==> config.mk <==
export PLATFORM = sky130hd
export DESIGN_NAME = universal_ff_reg
export DESIGN_NICKNAME = d
export VERILOG_FILES = /design/src/rtl/ff_mode_pkg.sv /design/src/rtl/ff_next_bit.sv /design/src/rtl/universal_ff_reg.sv
export SDC_FILE = /design/constraint.sdc
export NUM_CORES = 1
export LEC_CHECK = 0
export ABC_AREA = 1
export BUFFER_PORTS_ARGS = -buffer_cell sky130_fd_sc_hd__buf_2
export CELL_PAD_IN_SITES_DETAIL_PLACEMENT = 1
export CELL_PAD_IN_SITES_GLOBAL_PLACEMENT = 1
export CORE_UTILIZATION = 34
export CTS_BUF_LIST = sky130_fd_sc_hd__clkbuf_4
export CTS_CLUSTER_DIAMETER = 30
export DETAILED_ROUTE_END_ITERATION = 10
export HOLD_SLACK_MARGIN = 0.1
export MAX_ROUTING_LAYER = met4
export PLACE_DENSITY = 0.81
export SLEW_MARGIN = 20
export SYNTH_ARGS = -nofsm -noshare
export SYNTH_HDL_FRONTEND = slang
export SYNTH_SLANG_ARGS = --single-unit
==> constraint.sdc <==
create_clock -name clk -period 1.2 [get_ports clk]
set_input_delay 0.12 -clock clk [delete_from_list [all_inputs] [get_ports clk]]
set_output_delay 0.12 -clock clk [all_outputs]
set_load 0.05 [all_outputs]
==> src/rtl/ff_mode_pkg.sv <==
// Shared mode encoding and input-pair codes
// for the universal flip-flop register.
package ff_mode_pkg;

  typedef enum logic [1:0] {
    FF_D  = 2'b00,
    FF_T  = 2'b01,
    FF_JK = 2'b10,
    FF_SR = 2'b11
  } ff_mode_t;

  localparam logic [1:0] JK_HOLD = 2'b00;
  localparam logic [1:0] JK_CLR  = 2'b01;
  localparam logic [1:0] JK_SET  = 2'b10;
  localparam logic [1:0] JK_TGL  = 2'b11;

  localparam logic [1:0] SR_HOLD = 2'b00;
  localparam logic [1:0] SR_CLR  = 2'b01;
  localparam logic [1:0] SR_SET  = 2'b10;
  localparam logic [1:0] SR_ILL  = 2'b11;

endpackage

==> src/rtl/ff_next_bit.sv <==
// Next-state function for one flip-flop bit.
// Illegal flags S=R=1 in SR mode; the bit holds.
module ff_next_bit
  import ff_mode_pkg::*;
(
  input  ff_mode_t mode,
  input  logic     q,
  input  logic     a,
  input  logic     b,
  input  logic     en,
  output logic     q_next,
  output logic     illegal
);

  logic [1:0] w_pair;

  assign w_pair = {a, b};

  // Per-mode next state; disabled bits hold
  always_comb begin
    q_next  = q;
    illegal = 1'b0;
    if (en) begin
      unique case (mode)
        FF_D: q_next = a;
        FF_T: q_next = q ^ a;
        FF_JK: begin
          unique case (w_pair)
            JK_HOLD: q_next = q;
            JK_CLR:  q_next = 1'b0;
            JK_SET:  q_next = 1'b1;
            JK_TGL:  q_next = ~q;
            default: q_next = q;
          endcase
        end
        FF_SR: begin
          unique case (w_pair)
            SR_HOLD: q_next = q;
            SR_CLR:  q_next = 1'b0;
            SR_SET:  q_next = 1'b1;
            SR_ILL: begin
              q_next  = q;
              illegal = 1'b1;
            end
            default: q_next = q;
          endcase
        end
        default: q_next = q;
      endcase
    end
  end

endmodule

==> src/rtl/universal_ff_reg.sv <==
// WIDTH-bit register of run-time selectable D/T/JK/SR
// flip-flops with per-bit enable and sticky SR error.
module universal_ff_reg
  import ff_mode_pkg::*;
#(
  parameter int unsigned      WIDTH        = 8,
  parameter logic [WIDTH-1:0] RESET_VAL    = {WIDTH{1'b0}},
  parameter logic [1:0]       DEFAULT_MODE = 2'b00
) (
  input  logic             clk,
  input  logic             reset,
  input  logic             mode_we,
  input  logic [1:0]       mode_in,
  input  logic             clr,
  input  logic [WIDTH-1:0] en,
  input  logic [WIDTH-1:0] a,
  input  logic [WIDTH-1:0] b,
  input  logic             err_clr,
  output logic [WIDTH-1:0] q,
  output logic [WIDTH-1:0] qn,
  output logic [WIDTH-1:0] q_chg,
  output logic [1:0]       mode,
  output logic [WIDTH-1:0] err_bits,
  output logic             sr_err
);

  ff_mode_t         r_mode;
  logic [WIDTH-1:0] r_q;
  logic [WIDTH-1:0] r_q_chg;
  logic [WIDTH-1:0] r_err;

  logic [WIDTH-1:0] w_q_bit;
  logic [WIDTH-1:0] w_ill_raw;
  logic [WIDTH-1:0] w_ill;
  logic [WIDTH-1:0] w_q_next;
  logic             w_op;

  for (genvar i = 0; i < WIDTH; i++) begin : g_bit
    ff_next_bit u_bit (
      .mode    (r_mode),
      .q       (r_q[i]),
      .a       (a[i]),
      .b       (b[i]),
      .en      (en[i]),
      .q_next  (w_q_bit[i]),
      .illegal (w_ill_raw[i])
    );
  end

  // Per-bit operation only runs when neither clr nor a mode write
  assign w_op  = ~clr & ~mode_we;
  assign w_ill = w_ill_raw & {WIDTH{w_op}};

  // Edge priority: clr, then mode-write freeze, then per-bit op
  always_comb begin
    w_q_next = w_q_bit;
    if (clr)
      w_q_next = RESET_VAL;
    else if (mode_we)
      w_q_next = r_q;
  end

  // State registers: mode, q, change mask, sticky errors
  always_ff @(posedge clk or negedge reset) begin
    if (!reset) begin
      r_mode  <= ff_mode_t'(DEFAULT_MODE);
      r_q     <= RESET_VAL;
      r_q_chg <= '0;
      r_err   <= '0;
    end else begin
      if (mode_we)
        r_mode <= ff_mode_t'(mode_in);
      r_q     <= w_q_next;
      r_q_chg <= w_q_next ^ r_q;
      r_err   <= (err_clr ? '0 : r_err) | w_ill;
    end
  end

  assign q        = r_q;
  assign qn       = ~r_q;
  assign q_chg    = r_q_chg;
  assign mode     = r_mode;
  assign err_bits = r_err;
  assign sr_err   = |r_err;

endmodule

* After elaboration in Yosys (flattened, before gate mapping)
Cells that the tools add are included.
W data, S select, Z words.
** Word-level totals
- Register bits after elaboration :: 26
- Logic and storage cells :: 131
** Cells by class
- Bitwise operators :: 23
- Equality and inequality tests :: 27
- Reduce and logical (&&, ||, !) cells :: 18
- Mux-type cells :: 59
** Operator list (count)
- $pmux W1 S4 :: 16
- $eq A2 B2 Y1 const B :: 18
- $mux W1 :: 32
- $mux W8 :: 3
- $pmux W1 S3 :: 8
- $eq A2 B1 Y1 const B :: 9
- $logic_not A2 Y1 :: 9
- $reduce_or A2 Y1 :: 8
- $not A1 Y1 :: 10
- $and A8 B8 Y8 :: 1
- $not A8 Y8 :: 1
- $or A8 B8 Y8 :: 1
- $reduce_or A8 Y1 :: 1
- $xor A1 B1 Y1 :: 8
- $xor A8 B8 Y8 :: 1
- $and A1 B1 Y1 :: 1

* Longest topological paths before layout
- Word-level depth :: 8
- Mapped depth :: 9

* By module
A second synthesis with hierarchy kept.
** Unflattened totals
- Cell total of the unflattened synthesis :: 345
- Area, all modules :: 2224.6 um^2
** Modules (own cells, without submodules)
- universal_ff_reg :: times used 1, cells each 137, area an instance 1153.6 um^2
- ff_next_bit :: times used 8, cells each 26, area an instance 133.9 um^2

* Least setup slack after synthesis
OpenSTA, ideal clock, no wires.
- Path type :: register to register
- From :: register r_mode[1] (netlist: mode[1])
- To :: register r_q_chg[4] (netlist: q_chg[4])
- Setup slack :: -309 ps
- Path buffers :: 2
- Arrival time :: 1391 ps
- Cell stages (with the launch flop) :: 8
- Required time :: 1082 ps
- Cell sequence :: dfrtp_1 buf_6 buf_8 nand3_1 a21oi_2 o21ai_2 nand2_1 nand2_1
** Between the ends
- Word-level cells in the longest chain between the ends :: 6
- Elaborated cells between the ends (all ways) :: 9
** Ends and longest elaborated chain
- from (decl) :: RTL line universal_ff_reg.sv:27 : ff_mode_t r_mode;
- from (signal assigned) :: RTL line universal_ff_reg.sv:66 : r_mode <= ff_mode_t'(DEFAULT_MODE);
- from (signal assigned) :: RTL line universal_ff_reg.sv:72 : r_mode <= ff_mode_t'(mode_in);
- $eq A2 B2 Y1 (tied with other cells) :: RTL line ff_next_bit.sv:24 : unique case (mode)
- $pmux W1 S4 (*) :: RTL line ff_next_bit.sv:24
- $mux W1 (*) :: RTL line ff_next_bit.sv:23 : if (en) begin
- $mux W8 (*) :: RTL line universal_ff_reg.sv:59 : else if (mode_we)
- $mux W8 (*) :: RTL line universal_ff_reg.sv:57 : if (clr)
- $xor A8 B8 Y8 (*) :: RTL line universal_ff_reg.sv:74 : r_q_chg <= w_q_next ^ r_q;
- to (signal assigned) :: RTL line universal_ff_reg.sv:74
- to (decl) :: RTL line universal_ff_reg.sv:29 : logic [WIDTH-1:0] r_q_chg;
Mark *: on every way between the ends. The rest lies on a longest branch, timed or not.
A chain may end at the register's enable or synchronous reset.

* Final worst setup path
- From :: register r_err[6] (netlist: err_bits[6])
- To :: output sr_err
** Between the ends
- Word-level cells in the longest chain between the ends :: 1
** Ends and longest elaborated chain
- from (decl) :: RTL line universal_ff_reg.sv:30 : logic [WIDTH-1:0] r_err;
- from (signal assigned) :: RTL line universal_ff_reg.sv:75 : r_err <= (err_clr ? '0 : r_err) | w_ill;
- $reduce_or A8 Y1 :: RTL line universal_ff_reg.sv:84 : assign sr_err = |r_err;
- to (decl) :: RTL line universal_ff_reg.sv:24 : output logic sr_err
Every way passes these cells.

==> flow_summary.json <==
{
  "status": "finished with violations",
  "violations": "setup timing",
  "syn_nets": 368,
  "die_h_um": 82.69,
  "crit_arrival_ps": 1450,
  "wirelength_mm": 9.668,
  "setup_viol": 21,
  "path_cells": "nor4_4 -> buf_4 -> nand2_2 -> buf_6",
  "coreArea_sq_um": 6314,
  "crit_end": "sr_err",
  "end_kind": "output port",
  "gp_congestion": 0.8237,
  "area_growth_pct": 68.06,
  "final-hold-violation-count": 0,
  "drc": 0,
  "whs_ps": 128.9,
  "first_pass_iters": 4,
  "track_usage_pct": 27.05,
  "grt_pass1_vias": 2728,
  "start_util_pct": 35.06,
  "num_rows": 29,
  "antenna_found_initial": 0,
  "finalCritPeriodShare_pct": 130.5,
  "power_density_nw_per_um2": 807.2,
  "yosys_warnings": 0,
  "hp-class": "input pin to flop",
  "viasPerCell": 5.285,
  "startpoint_type": "flop",
  "cts_made_buffers": 3,
  "io_pins": 66,
  "min_period_ps": 1566,
  "clock_path_buffers": 2,
  "die_w_um": 82.69,
  "netlist_area_sq_um": 2213,
  "cts_root_buffer": "clkbuf_4",
  "ir_drop_mv": 0.5013,
  "io_buffers": 65,
  "num_vias": 2653,
  "max_freq_mhz": 638.8,
  "cts_sinks": 26,
  "slowest_delay_ps": 440,
  "ys_types": 25,
  "avgSynthCellArea_sq_um": 7.071,
  "slew_headroom_pct": 75.70,
  "r2r_setup_slack_ps": -260,
  "wl_per_cell_um": 19.26,
  "grt-ovfl-total": 0,
  "finalWorstSetupSlack_ps": -365.5,
  "dp.final_hpwl_mm": 5.235,
  "dr.first_iter.drc_count": 141,
  "ys_ff_latch": 26,
  "crit_required_ps": 1080,
  "final_net_count": 482,
  "cap_viol_max_count": 0,
  "worst_slew_pin_slew_ps": 364.5,
  "netlist_instances": 313,
  "holdPathStages": 5,
  "layout-drive-gt1-share_pct": 51.76,
  "path_clk_slew_ps": 160,
  "dp.cells": 461,
  "finalNonFillerCells": 502,
  "yosysSeqAreaShare_pct": 29.40,
  "leakagePower_nw": 1.921,
  "rsz0062_at_grt": "true",
  "pre_cts_ws_ps": -107.9,
  "fin_tns_setup_ps": -3698,
  "slew_viol_final": 0,
  "startpoint": "err_bits[6]$_DFF_PN0_",
  "grt_pass1_wl_mm": 13.28,
  "cp_max_fo": 2,
  "htreeDepth": 1,
  "reg2regPathDepth": 10,
  "worstSkewPairLatency_ps": 340,
  "ant_nets": 0,
  "num_antenna_cells": 0,
  "reg2reg_to": "q_chg[1]$_DFF_PN0_",
  "crit_type": "flop to output port",
  "cts_tree": "done",
  "cp_slowest_cell": "dfrtp_1",
  "die_area_sq_um": 6837,
  "r2r-start": "mode[0]$_DFFE_PN0P_",
  "skew_ps": 4.162,
  "grt_max_degree": 15
}
[cell type report]
| type | count | area [sq um] |
|---|---|---|
| Fill cell | 777 | 2594 |
| Multi-Input combinational cell | 214 | 1574 |
| Timing Repair Buffer | 121 | 1076 |
| Sequential cell | 26 | 668.1 |
| Inverter | 59 | 265.3 |
| Tap cell | 77 | 96.34 |
| Clock buffer | 3 | 22.52 |
| Timing Repair inverter | 2 | 17.52 |
[cell families (layout without fill, tap and decap cells)]
family,count (synthesis),after routing,share of synthesized area (%)
flops,26,26,29.39
simple gates,153,154,30.19
fa+ha+maj,24,24,13.57
buf+inv,74,185,16.05
compound gates,36,36,10.80
[cells in the mapped netlist]
| library cell | count | area, sq um |
|---|---|---|
| nand2_8 | 1 | 20.02 |
| dfrtp_1 | 26 | 650.6 |
| nor4_1 | 2 | 12.51 |
| nand3_2 | 1 | 10.01 |
| ha_1 | 24 | 300.3 |
| o22ai_1 | 8 | 50.05 |
| a21oi_2 | 7 | 61.31 |
| buf_4 | 8 | 60.06 |
| o21ai_0 | 3 | 15.01 |
| inv_8 | 1 | 11.26 |
| o21ai_2 | 6 | 52.55 |
| o21ai_1 | 1 | 5.000 |
| buf_6 | 3 | 33.78 |
| buf_2 | 1 | 5.000 |
| a21oi_1 | 11 | 55.05 |
| nor2_1 | 24 | 90.09 |
| inv_6 | 1 | 8.760 |
| buf_8 | 1 | 15.01 |
| inv_1 | 57 | 214.0 |
| buf_1 | 1 | 3.750 |
| nand2_2 | 3 | 18.77 |
| nand4_1 | 7 | 43.79 |
| clkbuf_1 | 1 | 3.750 |
| nand3_1 | 33 | 165.2 |
| nand2_1 | 82 | 307.8 |
[sequential cells by signal, summed over array words and instances (netlist names)]
signal	flops
q	8
q_chg	8
mode	2
err_bits	8
[power by group]
group          switching [mW]  leakage, nW  internal, mW
sequential             0.0538        0.324         0.938
combinational           0.991         1.58         0.595
clock                   0.307       0.0138         0.118
[per-layer routing]
layer | global-route usage (%) | up-vias | wire (um)
li1 | - | 1208 | -
met1 | 30.96 | 1310 | 4008
met2 | 46.89 | 108 | 4900
met3 | 4.066 | 27 | 502
met4 | 11.21 | 0 | 255
met5 | - | - | 0
[cells in the final DEF (no fill, tap or decap), drive strengths merged]
| cell type | synthesis | routed |
|---|---|---|
| buf | 14 | 112 |
| nand2 | 86 | 87 |
| inv | 59 | 61 |
| nand3 | 34 | 34 |
| dfrtp | 26 | 26 |
| ha | 24 | 24 |
| nor2 | 24 | 24 |
| a21oi | 18 | 18 |
| o21ai | 10 | 10 |
| o22ai | 8 | 8 |
| nand4 | 7 | 7 |
| clkbuf | 1 | 7 |
| dlygate4sd3 | 0 | 5 |
| nor4 | 2 | 2 |
[how the worst min path moves through the flow]
| stage | start | to | slack (ps) |
|---|---|---|---|
| after CTS | en[5] | err_bits[5]$_DFF_PN0_ | 110 |
| after detailed placement | reset | q_chg[3]$_DFF_PN0_ | 50 |
| final | en[5] | err_bits[5]$_DFF_PN0_ | 130 |
| after floorplan | reset | err_bits[0]$_DFF_PN0_ | -180 |
| after global placement | reset | q_chg[3]$_DFF_PN0_ | 40 |
| after global routing | en[5] | err_bits[5]$_DFF_PN0_ | 150 |
[worst max-delay path: cells and delay by family (launching register included)]
kind / cells / cell delay [ps]
flops: 1 / 440
simple gates: 2 / 330
buf+inv: 2 / 330
[stage by stage]
step                      util, %  total power, mW  instance area [sq um]
after floorplan                 -            1.742                   2297
after global placement      44.05            2.006                   2781
after detailed placement    44.05            2.039                   2781
after CTS                   53.98            2.773                   3408
after global routing        58.92            3.139                   3720
final                       58.92            3.003                   3720
[timing repair]
action / in CTS / in global routing
resized for setup: 107 / 61
endpoints found under the setup margin: 47 / 47
pin swaps: 27 / 22
setup buffers: 15 / 16
hold buffers: 5 / 0
hold endpoints to repair: 34 / 0
cloned: 5 / 0
(Power assumes the default switching activity.)
